`config.mk`:
```
export PLATFORM = sky130hd
export DESIGN_NAME = ifu_prefetch
export DESIGN_NICKNAME = d
export VERILOG_FILES = /design/src/rtl/ifu_prefetch.sv
export SDC_FILE = /design/constraint.sdc
export NUM_CORES = 1
export LEC_CHECK = 0
export CORE_MARGIN = 8
export CORE_UTILIZATION = 50
export DETAILED_ROUTE_END_ITERATION = 6
export PLACE_DENSITY = 0.81
export RECOVER_POWER = 25
export SLEW_MARGIN = 20
export SYNTH_ARGS = -nofsm -noshare
export SYNTH_HDL_FRONTEND = slang
export SYNTH_SLANG_ARGS = --single-unit
```
`constraint.sdc`:
```
create_clock -name clk -period 7.1 [get_ports clk]
set_input_delay 2.13 -clock clk [delete_from_list [all_inputs] [get_ports clk]]
set_output_delay 2.13 -clock clk [all_outputs]
set_load 0.02 [all_outputs]
```
`src/rtl/ifu_prefetch.sv`:
```
// Instruction-fetch unit with a prefetch FIFO.
// Issues sequential fetches to an in-order instruction memory. Requests are
// credit-limited so that the in-flight count plus the buffered count never
// exceeds DEPTH. Redirects flush the FIFO and discard in-flight responses.
// An ebreak reaching decode halts the unit and pulses trap for one cycle.
module ifu_prefetch #(
    parameter int unsigned     XLEN      = 32,
    parameter logic [XLEN-1:0] RESET_VEC = 32'h8000_0000,
    parameter int unsigned     DEPTH     = 4,
    parameter logic [31:0]     EBREAK_OP = 32'h0010_0073
) (
    input  logic            clk,
    input  logic            rst_n,
    input  logic            redirect_valid,
    input  logic [XLEN-1:0] redirect_pc,
    output logic            imem_req_valid,
    input  logic            imem_req_ready,
    output logic [XLEN-1:0] imem_req_addr,
    input  logic            imem_resp_valid,
    input  logic [31:0]     imem_resp_data,
    output logic            inst_valid,
    input  logic            inst_ready,
    output logic [XLEN-1:0] inst_pc,
    output logic [31:0]     inst_data,
    output logic            trap,
    output logic            halted
);

    localparam int unsigned AW = (DEPTH > 1) ? $clog2(DEPTH) : 1;
    localparam int unsigned CW = AW + 1;

    logic [XLEN-1:0] fetch_pc_q, fetch_pc_d;
    logic [XLEN-1:0] resp_pc_q, resp_pc_d;
    logic [CW-1:0]   outstanding_q, outstanding_d;
    logic [CW-1:0]   drop_cnt_q, drop_cnt_d;
    logic [CW-1:0]   count_q, count_d;
    logic [AW-1:0]   rd_ptr_q, rd_ptr_d;
    logic [AW-1:0]   wr_ptr_q, wr_ptr_d;
    logic            halted_q, halted_d;
    logic            trap_q, trap_d;
    logic [XLEN-1:0] pc_mem_q [DEPTH];
    logic [31:0]     data_mem_q [DEPTH];

    logic            redirect_s;
    logic            credit_s;
    logic            req_valid_s;
    logic            req_fire_s;
    logic            inst_valid_s;
    logic            pop_s;
    logic            drop_s;
    logic            push_s;

    // Handshake and control decode: credit check, fire, pop, drop and push qualifiers.
    always_comb begin
        redirect_s   = redirect_valid & ~halted_q;
        credit_s     = ({1'b0, outstanding_q} + {1'b0, count_q}) < (CW + 1)'(DEPTH);
        // rst_n gates the request so nothing is offered while reset is held.
        req_valid_s  = rst_n & ~halted_q & ~redirect_valid & credit_s;
        req_fire_s   = req_valid_s & imem_req_ready;
        inst_valid_s = (count_q != CW'(0)) & ~halted_q;
        pop_s        = inst_valid_s & inst_ready;
        drop_s       = imem_resp_valid & (drop_cnt_q != CW'(0));
        push_s       = imem_resp_valid & ~drop_s & ~halted_q & ~redirect_s;
    end

    // Next-state logic for fetch/response PCs, credit counters and halt/trap.
    always_comb begin
        fetch_pc_d    = fetch_pc_q;
        resp_pc_d     = resp_pc_q;
        outstanding_d = outstanding_q + CW'(req_fire_s) - CW'(imem_resp_valid);
        drop_cnt_d    = drop_cnt_q;
        trap_d        = pop_s & (inst_data == EBREAK_OP);
        halted_d      = halted_q | trap_d;

        if (redirect_s) begin
            fetch_pc_d = redirect_pc;
            resp_pc_d  = redirect_pc;
            // drop_cnt is always a subset of outstanding, so after a redirect
            // every in-flight request not answered this cycle must be dropped.
            drop_cnt_d = outstanding_q - CW'(imem_resp_valid);
        end else begin
            if (req_fire_s) begin
                fetch_pc_d = fetch_pc_q + XLEN'(4);
            end else begin
                fetch_pc_d = fetch_pc_q;
            end
            if (push_s) begin
                resp_pc_d = resp_pc_q + XLEN'(4);
            end else begin
                resp_pc_d = resp_pc_q;
            end
            if (drop_s) begin
                drop_cnt_d = drop_cnt_q - CW'(1);
            end else begin
                drop_cnt_d = drop_cnt_q;
            end
        end
    end

    // Next-state logic for FIFO occupancy and pointers; redirect empties the FIFO.
    always_comb begin
        count_d  = count_q;
        rd_ptr_d = rd_ptr_q;
        wr_ptr_d = wr_ptr_q;
        if (redirect_s) begin
            count_d  = CW'(0);
            rd_ptr_d = AW'(0);
            wr_ptr_d = AW'(0);
        end else begin
            count_d  = count_q + CW'(push_s) - CW'(pop_s);
            rd_ptr_d = rd_ptr_q + AW'(pop_s);
            wr_ptr_d = wr_ptr_q + AW'(push_s);
        end
    end

    // State registers for PCs, counters, pointers and halt/trap.
    always_ff @(posedge clk or negedge rst_n) begin
        if (!rst_n) begin
            fetch_pc_q    <= RESET_VEC;
            resp_pc_q     <= RESET_VEC;
            outstanding_q <= CW'(0);
            drop_cnt_q    <= CW'(0);
            count_q       <= CW'(0);
            rd_ptr_q      <= AW'(0);
            wr_ptr_q      <= AW'(0);
            halted_q      <= 1'b0;
            trap_q        <= 1'b0;
        end else begin
            fetch_pc_q    <= fetch_pc_d;
            resp_pc_q     <= resp_pc_d;
            outstanding_q <= outstanding_d;
            drop_cnt_q    <= drop_cnt_d;
            count_q       <= count_d;
            rd_ptr_q      <= rd_ptr_d;
            wr_ptr_q      <= wr_ptr_d;
            halted_q      <= halted_d;
            trap_q        <= trap_d;
        end
    end

    // FIFO storage: write the accepted response with its PC at the write pointer.
    always_ff @(posedge clk or negedge rst_n) begin
        if (!rst_n) begin
            for (int i = 0; i < int'(DEPTH); i++) begin
                pc_mem_q[i]   <= '0;
                data_mem_q[i] <= 32'h0000_0000;
            end
        end else if (push_s) begin
            pc_mem_q[wr_ptr_q]   <= resp_pc_q;
            data_mem_q[wr_ptr_q] <= imem_resp_data;
        end else begin
            pc_mem_q[wr_ptr_q]   <= pc_mem_q[wr_ptr_q];
            data_mem_q[wr_ptr_q] <= data_mem_q[wr_ptr_q];
        end
    end

    assign imem_req_valid = req_valid_s;
    assign imem_req_addr  = fetch_pc_q;
    assign inst_valid     = inst_valid_s;
    assign inst_pc        = pc_mem_q[rd_ptr_q];
    assign inst_data      = data_mem_q[rd_ptr_q];
    assign trap           = trap_q;
    assign halted         = halted_q;

endmodule
```
==> run metrics, run 1 <==
Synth Area in Simple Gates roughly an eighth; Synth warnings 0; Avg Cell Area, Syn 11.1 um^2; worst clock skew 20.8 ps; pin count of the biggest net entering global routing ~180; # IOs between 150 and 200; CP Class in2out; Startpoint Class input pin; WL/cell 20.6 um; CTS tree yes; CP required just under 5000 ps; CP top delay family buffers and inverters; number of synthesized flops with an enable pin 0; Clock Sinks 335; DRC 3; CTS hold repair buffers 0; commonest cells in the netlist 333 x dfrtp_1, 229 x nand2_1, 197 x o21ai_0; post-synthesis sequential area ratio 49.3%; f_max 172 MHz; ranking of synthesized cells by area dfrtp_1 49%, mux4_2 17%, o21ai_0 5.8%; PwrDens 411 nW/um^2; Post-synth ARST share 100%; area leader, netlist dfrtp_1; mux contribution to synthesized area between 20% and 30%; Die Ht 201 um; Synth Area in Compound Gates 10.0%; # H-tree levels 2; layout cell share with drive strength beyond 1 about an eighth; Via density 5.93; Syn Nets between 1500 and 2000; area delta synth->final 18.4%; CP Buf/Inv Count 2; Flop pwr share 36.7%; Worst slew margin 34.1%; Num CTS Buffers 37; Net Sw Power ~3.0 mW; Hold Path Class reg2reg; n_diodes 0; initial antenna violation count 1; first-pass GRT wire length 70900 um; Synth top area share 48.9%; die width 201 um; Core Util, Final approximately 60%; vias post-DR 12500; violated checks design-rule violations; Cells after Synth 1528; Max Cap Violations 0; combinational power share 40.9%; CTS Buffer Depth 3; Die ar. around 40000 um^2; clock-pin slew on the worst setup and hold paths ~50 ps; Cell Chain, Critical Path clkdlybuf4s50_1 -> nor2_1 -> and3_1 -> clkdlybuf4s50_1; Setup TNS 0 ps; DRT antenna net count 0; post-CTS sizing 0; GRT Resource Usage Total between 20% and 30%; DP Wirelength 27500 um; largest family of logic cells by synthesized area multiplexers; Tcrit/Tclk final between 80% and 90%; Slew @ Worst Pin roughly 990 ps; Switching Share 36.0%; top-count cell post-synth dfrtp_1; CP Data Arrival Time 3670 ps; DR pass1 iterations 7; status finished, violations left; Port Buffers 169; clock share of power 22.4%; gr ovfl total 0; CP dominant cell by count clkdlybuf4s50_1; Crit Path Max Fanout 5; Post-Route WL between 40000 and 50000 um; mapped cell area 17000 um^2; Final setup viols 0; Initial Utilization 50.8%; Pint between 5 and 6 mW; CP peak stage delay 610 ps; CP endpoint kind primary output; LEAKAGE just under 8 nW; 1st-iter DRT viols 895; Post-Synth XOR/XNOR Area 2.67%; placeable core area 33500 um^2; final hold viol count 0; crit path max-delay cell type clkdlybuf4s50_1; vias in the first global route between 10000 and 15000; Post-layout nets 1725; GP Congestion 0.822; Synth Register Bits 335; Synth Area in Adders 1.26%; Max Slew Vio Count 0; Distinct cells, synth 54; Worst-Skew Late Latency about 520 ps; clk root buf clkbuf_16; row count 67; Max IR drop VDD 0.000314 V; setup repair bufs after CTS 0; RSZ-0062 raised after global routing no; Final Critical Period 5800 ps; top_reg_cell synth dfrtp_1
-- per-layer routing --
layer	GRT usage [%]	wire length, um
met2	35.1	20800
met1	28.5	18600
met4	5.05	768
met5	0	13
met3	5.45	3450
-- registers in the layout, indices dropped and copies added, names as in the netlist --
| name | count |
|---|---|
| wr_ptr_q | 2 |
| count_q | 3 |
| halted | 1 |
| rd_ptr_q | 2 |
| outstanding_q | 3 |
| resp_pc_q | 32 |
| data_mem_q | 128 |
| imem_req_addr | 32 |
| drop_cnt_q | 3 |
| pc_mem_q | 128 |
| trap | 1 |
-- area by class of cell --
class / count / area [um^2]
clock buffer: 54 / 1030
clock inverter: 13 / 125
fill: 2624 / 13400
inverter: 24 / 95.1
multi-input combinational: 1055 / 8100
sequential: 335 / 8400
tap: 448 / 561
timing repair buffer: 186 / 1860
-- metrics by stage --
step / instances / area (um^2) / hold WS, ps / power (mW) / setup slack [ps]
floorplan: 1528 / 17000 / 446 / 5.14 / 2390
global placement: 2047 / 19000 / 467 / 6.28 / 1310
detailed placement: 2047 / 19000 / 472 / 6.44 / 1300
CTS: 2114 / 20100 / 486 / 8.34 / 1300
global route: 2115 / 20200 / 513 / 8.78 / 1250
finish: 2115 / 20200 / 482 / 8.29 / 1300
-- power groups by stage --
stage	sequential [mW]	combinational (mW)	clock (mW)
after global placement	3.04	3.24	0
final	3.04	3.39	1.86
after floorplan	2.88	2.26	0
after global routing	3.14	3.67	1.97
after detailed placement	3.10	3.35	0
after CTS	3.08	3.37	1.89
-- worst paths after layout --
check	from	end	slack (ps)	cells past startpoint
min in group asynchronous	rst_n	outstanding_q[1]$_DFF_PN0_	1420	1
worst min-delay path	imem_req_addr[1]$_DFFE_PN0P_	imem_req_addr[1]$_DFFE_PN0P_	480	2
worst min register to register	imem_req_addr[1]$_DFFE_PN0P_	imem_req_addr[1]$_DFFE_PN0P_	480	2
worst max register to register	rd_ptr_q[1]$_DFF_PN0_	trap$_DFF_PN0_	3860	6
max in group asynchronous	rst_n	data_mem_q[70]$_DFFE_PN0P_	2830	4
worst max-delay path	redirect_valid	imem_req_valid	1300	4
-- layout by cell type (no fill, tap or decap), drive strengths merged, types with 18 or more instances in the layout --
| cell type | instances |
|---|---|
| nand2 | 229 |
| xnor2 | 44 |
| clkbuf | 54 |
| a21oi | 107 |
| mux2i | 65 |
| nor3 | 23 |
| dfrtp | 333 |
| inv | 26 |
| nor4 | 21 |
| clkdlybuf4s50 | 168 |
| nand3 | 18 |
| nor2 | 109 |
| buf | 18 |
| mux4 | 128 |
| o21ai | 197 |
-- worst reg2reg max path: cells and delay by family (launching register included) --
kind | cells | cell delay (ps)
and+or+nand+nor | 4 | 1320
buffers and inverters | 1 | 790
DFF | 1 | 560
muxes | 1 | 490
-- kinds of logic (layout without fill, tap and decap cells) --
kind of cell,after synthesis,after routing
AO/OA/AOI/OAI,327,327
AND/OR/NAND/NOR,467,467
multiplexers,193,193
XOR/XNOR,52,52
buffers and inverters,138,277
flip-flops,335,335
adder cells (fa/ha/maj),16,16
No activity file was read; power rests on OpenSTA's default activity.
==> run 2: changes to the inputs <==
==> constraint.sdc (replaced) <==
create_clock -name clk -period 5.9 [get_ports clk]
set_input_delay 1.77 -clock clk [delete_from_list [all_inputs] [get_ports clk]]
set_output_delay 1.77 -clock clk [all_outputs]
set_load 0.02 [all_outputs]
==> run metrics, run 2 (synthesized netlist as in run 1, its figures left out) <==
status finished, violations left; violated checks max-capacitance violations, max-slew violations; Startpoint Class input pin; Worst-Skew Late Latency 510 ps; Final setup viols 0; Die ar. 40200 um^2; GRT busiest layer met2; Crit Path Max Fanout 5; GP Congestion between 0.7 and 0.8; met2 usage 35.0%; vias post-DR roughly 13000; pin count of the biggest net entering global routing 179; Tcrit/Tclk final between 80 and 90%; Slew @ Worst Pin 2000 ps; setup repair bufs after CTS 0; post-route cell area ~20000 um^2; CTS Buffer Depth 3; CTS tree yes; met1 track demand over resource 29.2%; CTS hold repair buffers 0; Post-layout nets 1725; initial antenna violation count 0; clk root buf clkbuf_16; Max Slew Vio Count 82; Finished Layout Cells 2112; Post-Route WL 43800 um; clock-pin slew on the worst setup and hold paths 60 ps; GRT Resource Usage Total 21.6%; PwrDens 497 nW/um^2; Worst Hold Slack 481 ps; Worst slew margin -33.4%; Max IR drop VDD 0.000429 V; Clock Sinks 335; post-CTS sizing 0; Port Buffers 169; Hold Path Class reg2reg; biggest regs data_mem_q: 128 flops, pc_mem_q: 128 flops; CP dominant cell by count clkdlybuf4s50_1; placeable core area between 30000 and 40000 um^2; commonest non-fill, non-tap cell in the layout dfrtp_1; DP Wirelength roughly 28000 um; routing usage on met3 under 10%; gr ovfl total 0; final hold viol count 0; area of the multi-input gates 8100 um^2; Num CTS Buffers 36; Final Critical Period 5050 ps; CP Class in2out; Max Cap Violations 1; Via density 6.00; # H-tree levels 2; Cell Chain, Critical Path clkdlybuf4s50_1 -> nor2_1 -> and3_1 -> clkdlybuf4s50_1; CP peak stage delay 610 ps; DRT antenna net count 0; # IOs 170; DRC 0; first-pass GRT wire length 71700 um; DR pass1 iterations 7; Storage cell area 8400 um^2; RSZ-0062 raised after global routing no; Initial Utilization between 50% and 60%; DP Cell Count 2048; DP Area around 19000 um^2; LEAKAGE 7.72 nW; worst clock skew 9.58 ps; CP required around 4100 ps; vias in the first global route 13400; layout cell share with drive strength beyond 1 13.5%; most frequent cells in the layout 329 x dfrtp_1, 229 x nand2_1, 197 x o21ai_0, 168 x clkdlybuf4s50_1, 128 x mux4_2; Die Ht ~200 um; Filler cells 2606; Setup TNS 0 ps; row count 67; f_max about 200 MHz; CP Data Arrival Time 3280 ps; CP endpoint kind primary output; 1st-iter DRT viols between 1000 and 1500; area delta synth->final 18.8%; WL/cell roughly 21 um; crit path max-delay cell type clkdlybuf4s50_1; die width 201 um
-- run 2: cell types whose count changed in the layout (fill, tap and decap cells not counted), sizes merged --
cell,delta
buf,-1
bufinv,+1
clkbuf,+1
clkinv,-3
diode,+1
inv,-2
-- run 2: metrics by stage --
stage	total power [mW]	worst slack, ps	utilization (%)
2_1_floorplan	6.18	1910	-
3_3_place_gp	7.56	843	56.7
3_5_place_dp	7.76	852	56.7
4_1_cts	10.2	846	60.3
5_1_grt	10.6	783	60.3
6_report	10.0	852	60.3
-- run 2: area by class of cell --
cell class | count | area share, %
Clock buffer | 53 | 5.42
Tap cell | 448 | 2.77
Inverter | 24 | 0.470
Clock inverter | 9 | 0.606
Multi-Input combinational cell | 1055 | 40.0
Antenna cell | 1 | 0.0124
Sequential cell | 335 | 41.5
Timing Repair Buffer | 187 | 9.21
-- run 2: critical path: cells and delay by family --
family	cells	cell delay [ps]
buf+inv	2	1160
simple gates	2	350
-- run 2: power breakdown --
part / switching, mW / leakage, nW / internal (mW)
registers: 0.636 / 3.58 / 3.04
clock network: 0.913 / 0.603 / 1.41
logic: 2.01 / 3.54 / 2.04
-- run 2: routing by layer --
layer | vias up | wire length, um
li1 | 5735 | -
met1 | 6384 | 18600
met2 | 499 | 21200
met3 | 64 | 3210
met4 | 0 | 752
met5 | - | 0
-- run 2: worst paths after layout --
check	start	to	slack (ps)	cells past startpoint
max	redirect_valid	imem_req_valid	850	4
min	imem_req_addr[0]$_DFFE_PN0P_	imem_req_addr[0]$_DFFE_PN0P_	480	2
max reg2reg	rd_ptr_q[0]$_DFF_PN0_	halted$_DFF_PN0_	2740	6
min reg2reg	imem_req_addr[0]$_DFFE_PN0P_	imem_req_addr[0]$_DFFE_PN0P_	480	2
max in group asynchronous	rst_n	pc_mem_q[83]$_DFFE_PN0P_	2300	3
min in group asynchronous	rst_n	outstanding_q[0]$_DFF_PN0_	1330	2
==> run 3: changes to the inputs <==
--- a/config.mk
+++ b/config.mk
@@ -10,6 +10,7 @@
 export DETAILED_ROUTE_END_ITERATION = 6
 export PLACE_DENSITY = 0.81
 export RECOVER_POWER = 25
+export SKIP_LAST_GASP = 1
 export SLEW_MARGIN = 20
 export SYNTH_ARGS = -nofsm -noshare
 export SYNTH_HDL_FRONTEND = slang
==> results of run 3 <==
Final layout, timing and power as in run 2 (identical DEF).
